$ cat src/rtl/tmds_pkg.sv
// Shared TMDS definitions: control tokens, alignment states and default tuning.
// Used by both the decoder and the encoder.
package tmds_pkg;

    localparam logic [9:0] TMDS_CTL_00 = 10'b1101010100;
    localparam logic [9:0] TMDS_CTL_01 = 10'b0010101011;
    localparam logic [9:0] TMDS_CTL_10 = 10'b0101010100;
    localparam logic [9:0] TMDS_CTL_11 = 10'b1010101011;

    localparam int SEARCH_WIN_DEF  = 4096;
    localparam int TOKEN_RUN_DEF   = 32;
    localparam int SLIP_SETTLE_DEF = 8;
    localparam int LOCK_WIN_DEF    = 8192;

    typedef enum logic [1:0] {
        SEARCH    = 2'd0,
        SLIP_WAIT = 2'd1,
        LOCKED    = 2'd2
    } align_state_t;

    function automatic logic is_token(input logic [9:0] sym);
        return (sym == TMDS_CTL_00) || (sym == TMDS_CTL_01) ||
               (sym == TMDS_CTL_10) || (sym == TMDS_CTL_11);
    endfunction

    function automatic logic [1:0] token_ctl(input logic [9:0] sym);
        logic [1:0] c;
        c = 2'b00;
        if (sym == TMDS_CTL_01) c = 2'b01;
        if (sym == TMDS_CTL_10) c = 2'b10;
        if (sym == TMDS_CTL_11) c = 2'b11;
        return c;
    endfunction

endpackage

$ cat src/rtl/tmds_align.sv
// Word-boundary alignment: hunts for runs of control tokens, requests bitslips
// while none are found, and holds lock under a watchdog once they are.
module tmds_align
    import tmds_pkg::*;
#(
    parameter int SEARCH_WIN  = SEARCH_WIN_DEF,
    parameter int TOKEN_RUN   = TOKEN_RUN_DEF,
    parameter int SLIP_SETTLE = SLIP_SETTLE_DEF,
    parameter int LOCK_WIN    = LOCK_WIN_DEF
) (
    input  logic       pixel_clk,
    input  logic       resetn,
    input  logic       tok_p0,
    output logic       aligned,
    output logic       bitslip,
    output logic [3:0] slip_cnt
);

    localparam int WIN_W = (SEARCH_WIN > 1) ? $clog2(SEARCH_WIN) : 1;
    localparam int RUN_W = $clog2(TOKEN_RUN + 1);
    localparam int SET_W = (SLIP_SETTLE > 1) ? $clog2(SLIP_SETTLE) : 1;
    localparam int WD_W  = (LOCK_WIN > 1) ? $clog2(LOCK_WIN) : 1;

    localparam logic [WIN_W-1:0] WIN_LAST = WIN_W'(SEARCH_WIN - 1);
    localparam logic [RUN_W-1:0] RUN_FULL = RUN_W'(TOKEN_RUN);
    localparam logic [RUN_W-1:0] RUN_LAST = RUN_W'(TOKEN_RUN - 1);
    localparam logic [SET_W-1:0] SET_LAST = SET_W'(SLIP_SETTLE - 1);
    localparam logic [WD_W-1:0]  WD_LAST  = WD_W'(LOCK_WIN - 1);

    align_state_t     state, state_d;
    logic [WIN_W-1:0] win_cnt, win_d;
    logic [RUN_W-1:0] tok_cnt, tok_d;
    logic [SET_W-1:0] set_cnt, set_d;
    logic [WD_W-1:0]  wd_cnt, wd_d;
    logic [3:0]       slip_d;
    logic             run;

    always_ff @(posedge pixel_clk or negedge resetn) begin
        if (!resetn) begin
            state    <= SEARCH;
            win_cnt  <= '0;
            tok_cnt  <= '0;
            set_cnt  <= '0;
            wd_cnt   <= '0;
            slip_cnt <= '0;
        end else begin
            state    <= state_d;
            win_cnt  <= win_d;
            tok_cnt  <= tok_d;
            set_cnt  <= set_d;
            wd_cnt   <= wd_d;
            slip_cnt <= slip_d;
        end
    end

    always_comb begin
        run     = tok_p0 && (tok_cnt == RUN_LAST);
        tok_d   = tok_p0 ? ((tok_cnt == RUN_FULL) ? tok_cnt : tok_cnt + RUN_W'(1)) : '0;
        state_d = state;
        win_d   = '0;
        set_d   = '0;
        wd_d    = '0;
        slip_d  = slip_cnt;
        bitslip = 1'b0;
        case (state)
            SEARCH: begin
                // A completed run wins over an expiring window in the same cycle.
                if (run) begin
                    state_d = LOCKED;
                end else if (win_cnt == WIN_LAST) begin
                    bitslip = 1'b1;
                    slip_d  = (slip_cnt == 4'd9) ? 4'd0 : slip_cnt + 4'd1;
                    tok_d   = '0;
                    state_d = SLIP_WAIT;
                end else begin
                    win_d = win_cnt + WIN_W'(1);
                end
            end
            SLIP_WAIT: begin
                tok_d = '0;
                if (set_cnt == SET_LAST) state_d = SEARCH;
                else                     set_d   = set_cnt + SET_W'(1);
            end
            LOCKED: begin
                if (!run) begin
                    if (wd_cnt == WD_LAST) begin
                        state_d = SEARCH;
                        tok_d   = '0;
                    end else begin
                        wd_d = wd_cnt + WD_W'(1);
                    end
                end
            end
            default: state_d = SEARCH;
        endcase
    end

    assign aligned = (state == LOCKED);

endmodule

$ cat src/rtl/tmds_decode.sv
// TMDS channel decoder: one register on the raw symbol, one on the decoded
// pixel/control result, gated by the alignment state.
module tmds_decode
    import tmds_pkg::*;
#(
    parameter int SEARCH_WIN  = SEARCH_WIN_DEF,
    parameter int TOKEN_RUN   = TOKEN_RUN_DEF,
    parameter int SLIP_SETTLE = SLIP_SETTLE_DEF,
    parameter int LOCK_WIN    = LOCK_WIN_DEF
) (
    input  logic       pixel_clk,
    input  logic       resetn,
    input  logic [9:0] tmds_data,
    output logic [7:0] pdata,
    output logic [1:0] ctl,
    output logic       active,
    output logic       aligned,
    output logic       bitslip,
    output logic [3:0] slip_cnt
);

    function automatic logic [7:0] decode_data(input logic [9:0] q);
        logic [7:0] d;
        logic [7:0] b;
        d    = q[9] ? ~q[7:0] : q[7:0];
        b[0] = d[0];
        for (int i = 1; i < 8; i++)
            b[i] = q[8] ? (d[i] ^ d[i-1]) : ~(d[i] ^ d[i-1]);
        return b;
    endfunction

    logic [9:0] sym_p0;
    logic       vld_p0;
    logic       tok_p0;

    // Stage p0: capture the raw symbol.
    always_ff @(posedge pixel_clk or negedge resetn) begin
        if (!resetn) begin
            sym_p0 <= '0;
            vld_p0 <= 1'b0;
        end else begin
            sym_p0 <= tmds_data;
            vld_p0 <= 1'b1;
        end
    end

    assign tok_p0 = vld_p0 && is_token(sym_p0);

    tmds_align #(
        .SEARCH_WIN (SEARCH_WIN),
        .TOKEN_RUN  (TOKEN_RUN),
        .SLIP_SETTLE(SLIP_SETTLE),
        .LOCK_WIN   (LOCK_WIN)
    ) u_align (
        .pixel_clk(pixel_clk),
        .resetn   (resetn),
        .tok_p0   (tok_p0),
        .aligned  (aligned),
        .bitslip  (bitslip),
        .slip_cnt (slip_cnt)
    );

    // Stage p1: decoded outputs; ctl holds across data periods.
    always_ff @(posedge pixel_clk or negedge resetn) begin
        if (!resetn) begin
            pdata  <= '0;
            ctl    <= '0;
            active <= 1'b0;
        end else if (!aligned || !vld_p0) begin
            pdata  <= '0;
            ctl    <= '0;
            active <= 1'b0;
        end else if (tok_p0) begin
            pdata  <= '0;
            ctl    <= token_ctl(sym_p0);
            active <= 1'b0;
        end else begin
            pdata  <= decode_data(sym_p0);
            active <= 1'b1;
        end
    end

endmodule

$ cat config.mk
export PLATFORM = sky130hd
export DESIGN_NAME = tmds_decode
export DESIGN_NICKNAME = d
export VERILOG_FILES = /design/src/rtl/tmds_pkg.sv /design/src/rtl/tmds_align.sv /design/src/rtl/tmds_decode.sv
export SDC_FILE = /design/constraint.sdc
export NUM_CORES = 1
export LEC_CHECK = 0
export CAP_MARGIN = 20
export CELL_PAD_IN_SITES_DETAIL_PLACEMENT = 0
export CELL_PAD_IN_SITES_GLOBAL_PLACEMENT = 1
export CORE_ASPECT_RATIO = 0.5
export CORE_MARGIN = 3
export CORE_UTILIZATION = 40
export CTS_CLUSTER_DIAMETER = 80
export CTS_CLUSTER_SIZE = 20
export DETAILED_ROUTE_END_ITERATION = 8
export GPL_ROUTABILITY_DRIVEN = 0
export GPL_TIMING_DRIVEN = 1
export PLACE_DENSITY_LB_ADDON = 0.3
export SLEW_MARGIN = 25
export SYNTH_ARGS = -nofsm -noshare
export SYNTH_HDL_FRONTEND = slang
export SYNTH_SLANG_ARGS = --single-unit
$ cat constraint.sdc
create_clock -name pixel_clk -period 2.34 [get_ports pixel_clk]
set_input_delay 0.585 -clock pixel_clk [delete_from_list [all_inputs] [get_ports pixel_clk]]
set_output_delay 0.585 -clock pixel_clk [all_outputs]
set_load 0.02 [all_outputs]
==> flow_summary.json <==
{
  "diodes": 0,
  "arrival_ps": 1990,
  "setup_viol": 1,
  "grt_pass1_vias": 2056,
  "final_nets": 341,
  "vdd_ir_drop_max_uv": 462,
  "ys_types": 36,
  "synth_top_area_cell": "dfrtp_1",
  "criticalPathCategory": "flop to output port",
  "violations": "negative setup slack",
  "outcome": "finished with violations",
  "dp_cells": 399,
  "fin_cells": 416,
  "routed_wl_mm": 5.27,
  "maxCapViolations": 0,
  "r2r-end": "u_align.wd_cnt[6]",
  "top_layer": "met4",
  "grt_start_max_net_pins": 43,
  "finalMaxSlewViolations": 0,
  "die_x_um": 123,
  "syn_to_final_growth_pct": 34.4,
  "dp_hpwl_mm": 3.75,
  "antenna_found_initial": 0,
  "drive_gt1_share_pct": 18.0,
  "fmax_mhz": 389,
  "port_buffers": 28,
  "path_cells": "nand4bb_1 > or4_4 > a211o_1 > and3_4 > buf_6",
  "h-tree-depth": 3,
  "grt_overflow": 0,
  "synth_commonest_cells": "dfrtp_1, nor2_1, xnor2_1",
  "cts_buffers": 9,
  "place_ws_ps": -434,
  "rsz0062_at_grt": "yes",
  "tightest_slew_ps": 629,
  "antenna_left": 0,
  "synth_edf_count": 0,
  "io_pins": 29,
  "synth.avg_cell_area_um2": 10.8,
  "die_h_um": 64.6,
  "grt.total_usage_pct": 15.1,
  "synth-warning-count": 0,
  "fin_crit_sh_pct": 110,
  "final_util_pct": 58.1,
  "hold_class": "primary input to asynchronous set/reset pin",
  "synthArstFlopShare_pct": 100,
  "required_ps": 1750,
  "endpoint_kind": "output port",
  "wl_met3_um": 215,
  "setup_slack_ps": -234,
  "cts_tree": "yes",
  "crit_slowest_cell": "or4_4",
  "power_density_nw_per_um2": 658,
  "drt_iter0_markers": 94,
  "cts.clk_slew.worst_paths_ps": 50,
  "synthCells": 255,
  "ys_seq_area_share_pct": 56.5,
  "wire_per_inst_um": 12.7,
  "power_mw": 2.43,
  "synth.area.top_cells": "dfrtp_1, xnor2_1, nor2_1",
  "synth-seq-cells": 62,
  "slew_headroom_pct": 57.7,
  "coreArea_um2": 6360,
  "synth_most_common_cell": "dfrtp_1",
  "clk_path_buf_depth": 2,
  "power_leakage_nw": 1.68,
  "cp_slowest_stage_delay_ps": 450,
  "root_buffer": "clkbuf_16",
  "reg2reg_setup_slack_ps": 230,
  "num_rows": 20,
  "fillers": 552,
  "drc_errors": 0,
  "hold_ws_ps": 219,
  "wl_met2_mm": 2.66,
  "synth_top_area_share_pct": 56.5,
  "clk_latency_ps": 320,
  "first_pass_iters": 4,
  "synth-main-ff-cell": "dfrtp_1",
  "dieArea_um2": 7960,
  "fin_worst_skew_ps": 4.64,
  "path_max_fanout": 2,
  "drt-met1-wl_mm": 2.36,
  "syn_nets": 273,
  "synth_area_um2": 2750,
  "hold_viol": 0,
  "crit_path_start_kind": "flop",
  "period_needed_ps": 2570,
  "r2r_cells": 6,
  "cts_sinks": 62,
  "grt_pass1_wl_mm": 9.27,
  "vias": 2004,
  "detail_route.vias_per_cell": 4.82,
  "start_util_pct": 43.2,
  "r2r_start": "sym_p0[4]"
}
-- final cells by class --
type                            count  area, µm²  share of cell area (%)
Sequential cell                    62       1550                    42.0
Multi-Input combinational cell    180       1160                    31.5
Timing Repair Buffer               64        559                    15.2
Clock buffer                       11        233                    6.31
Tap cell                           88        110                    2.98
Clock inverter                      5       50.0                    1.36
Inverter                            6       22.5                   0.610
-- report_power, final --
part	total, mW	leakage, nW	switching [mW]	internal (mW)
clock	1.24	0.143	0.427	0.815
combinational	0.0960	0.713	0.0448	0.0513
sequential	1.09	0.827	0.00614	1.08
-- through the flow --
stage	setup TNS, ps	area, µm²
floorplan	0	2750
global placement	-423	3370
detailed placement	-434	3370
CTS	-266	3690
global route	-331	3690
finish	-234	3690
-- placed cells by master, fill, tap and decap left out, types with 2 or more instances in the layout --
cell,instances
inv_1,6
dfrtp_1,62
and3_1,8
a21oi_1,6
clkdlybuf4s50_1,26
and4_1,3
xnor2_1,23
nor2_1,43
xor2_1,18
nand2b_1,3
ha_1,5
nand4_1,11
nor3_1,4
clkbuf_16,9
clkinv_2,4
nor2b_1,2
nor4_1,2
nand2_1,16
nand3_1,16
buf_4,35
clkbuf_1,2
and3b_1,3
-- registers in the layout, summed over array words and instances (netlist names) --
name / cells
u_align.wd_cnt: 13
u_align.win_cnt: 12
sym_p0: 10
pdata: 8
u_align.tok_cnt: 6
u_align.slip_cnt: 4
u_align.set_cnt: 3
ctl: 2
u_align.state: 2
active: 1
vld_p0: 1
-- logic make-up after synthesis --
group | share of synthesized area, %
and+or+nand+nor | 22.0
DFF | 56.5
xor gates and xnor gates | 13.1
buffers and inverters | 2.19
AOI/OAI and AO/OA | 2.64
adders and majority gates | 2.73
muxes | 0.774
other | 0.137
-- worst max path at each step --
| stage | startpoint | cells past startpoint | end | slack, ps |
|---|---|---|---|---|
| 6_report | sym_p0[4] | 5 | bitslip | -230 |
| 5_1_grt | sym_p0[2] | 5 | bitslip | -330 |
| 4_1_cts | sym_p0[2] | 5 | bitslip | -270 |
| 3_5_place_dp | sym_p0[4] | 5 | bitslip | -430 |
| 3_3_place_gp | sym_p0[4] | 5 | bitslip | -420 |
| 2_1_floorplan | sym_p0[4] | 5 | bitslip | 10 |
-- critical path: cells and delay by family (launching register included) --
family	cells	cell delay (ps)
AOI/OAI and AO/OA	1	350
and+or+nand+nor	3	830
buffers and inverters	1	120
DFF	1	370
-- routing by layer --
| metal | track usage, % | vias up |
|---|---|---|
| li1 | - | 995 |
| met1 | 17.2 | 971 |
| met2 | 25.6 | 30 |
| met3 | 6.89 | 8 |
| met4 | 4.83 | 0 |
| met5 | 0 | - |
-- what timing repair did --
| action | in CTS | in global routing |
|---|---|---|
| pin swaps | 4 | 1 |
| buffers inserted | 1 | 0 |
| hold buffers | 0 | 0 |
| gates resized for setup | 12 | 0 |
| endpoints found under the setup margin | 1 | 1 |
(Power assumes the default switching activity.)
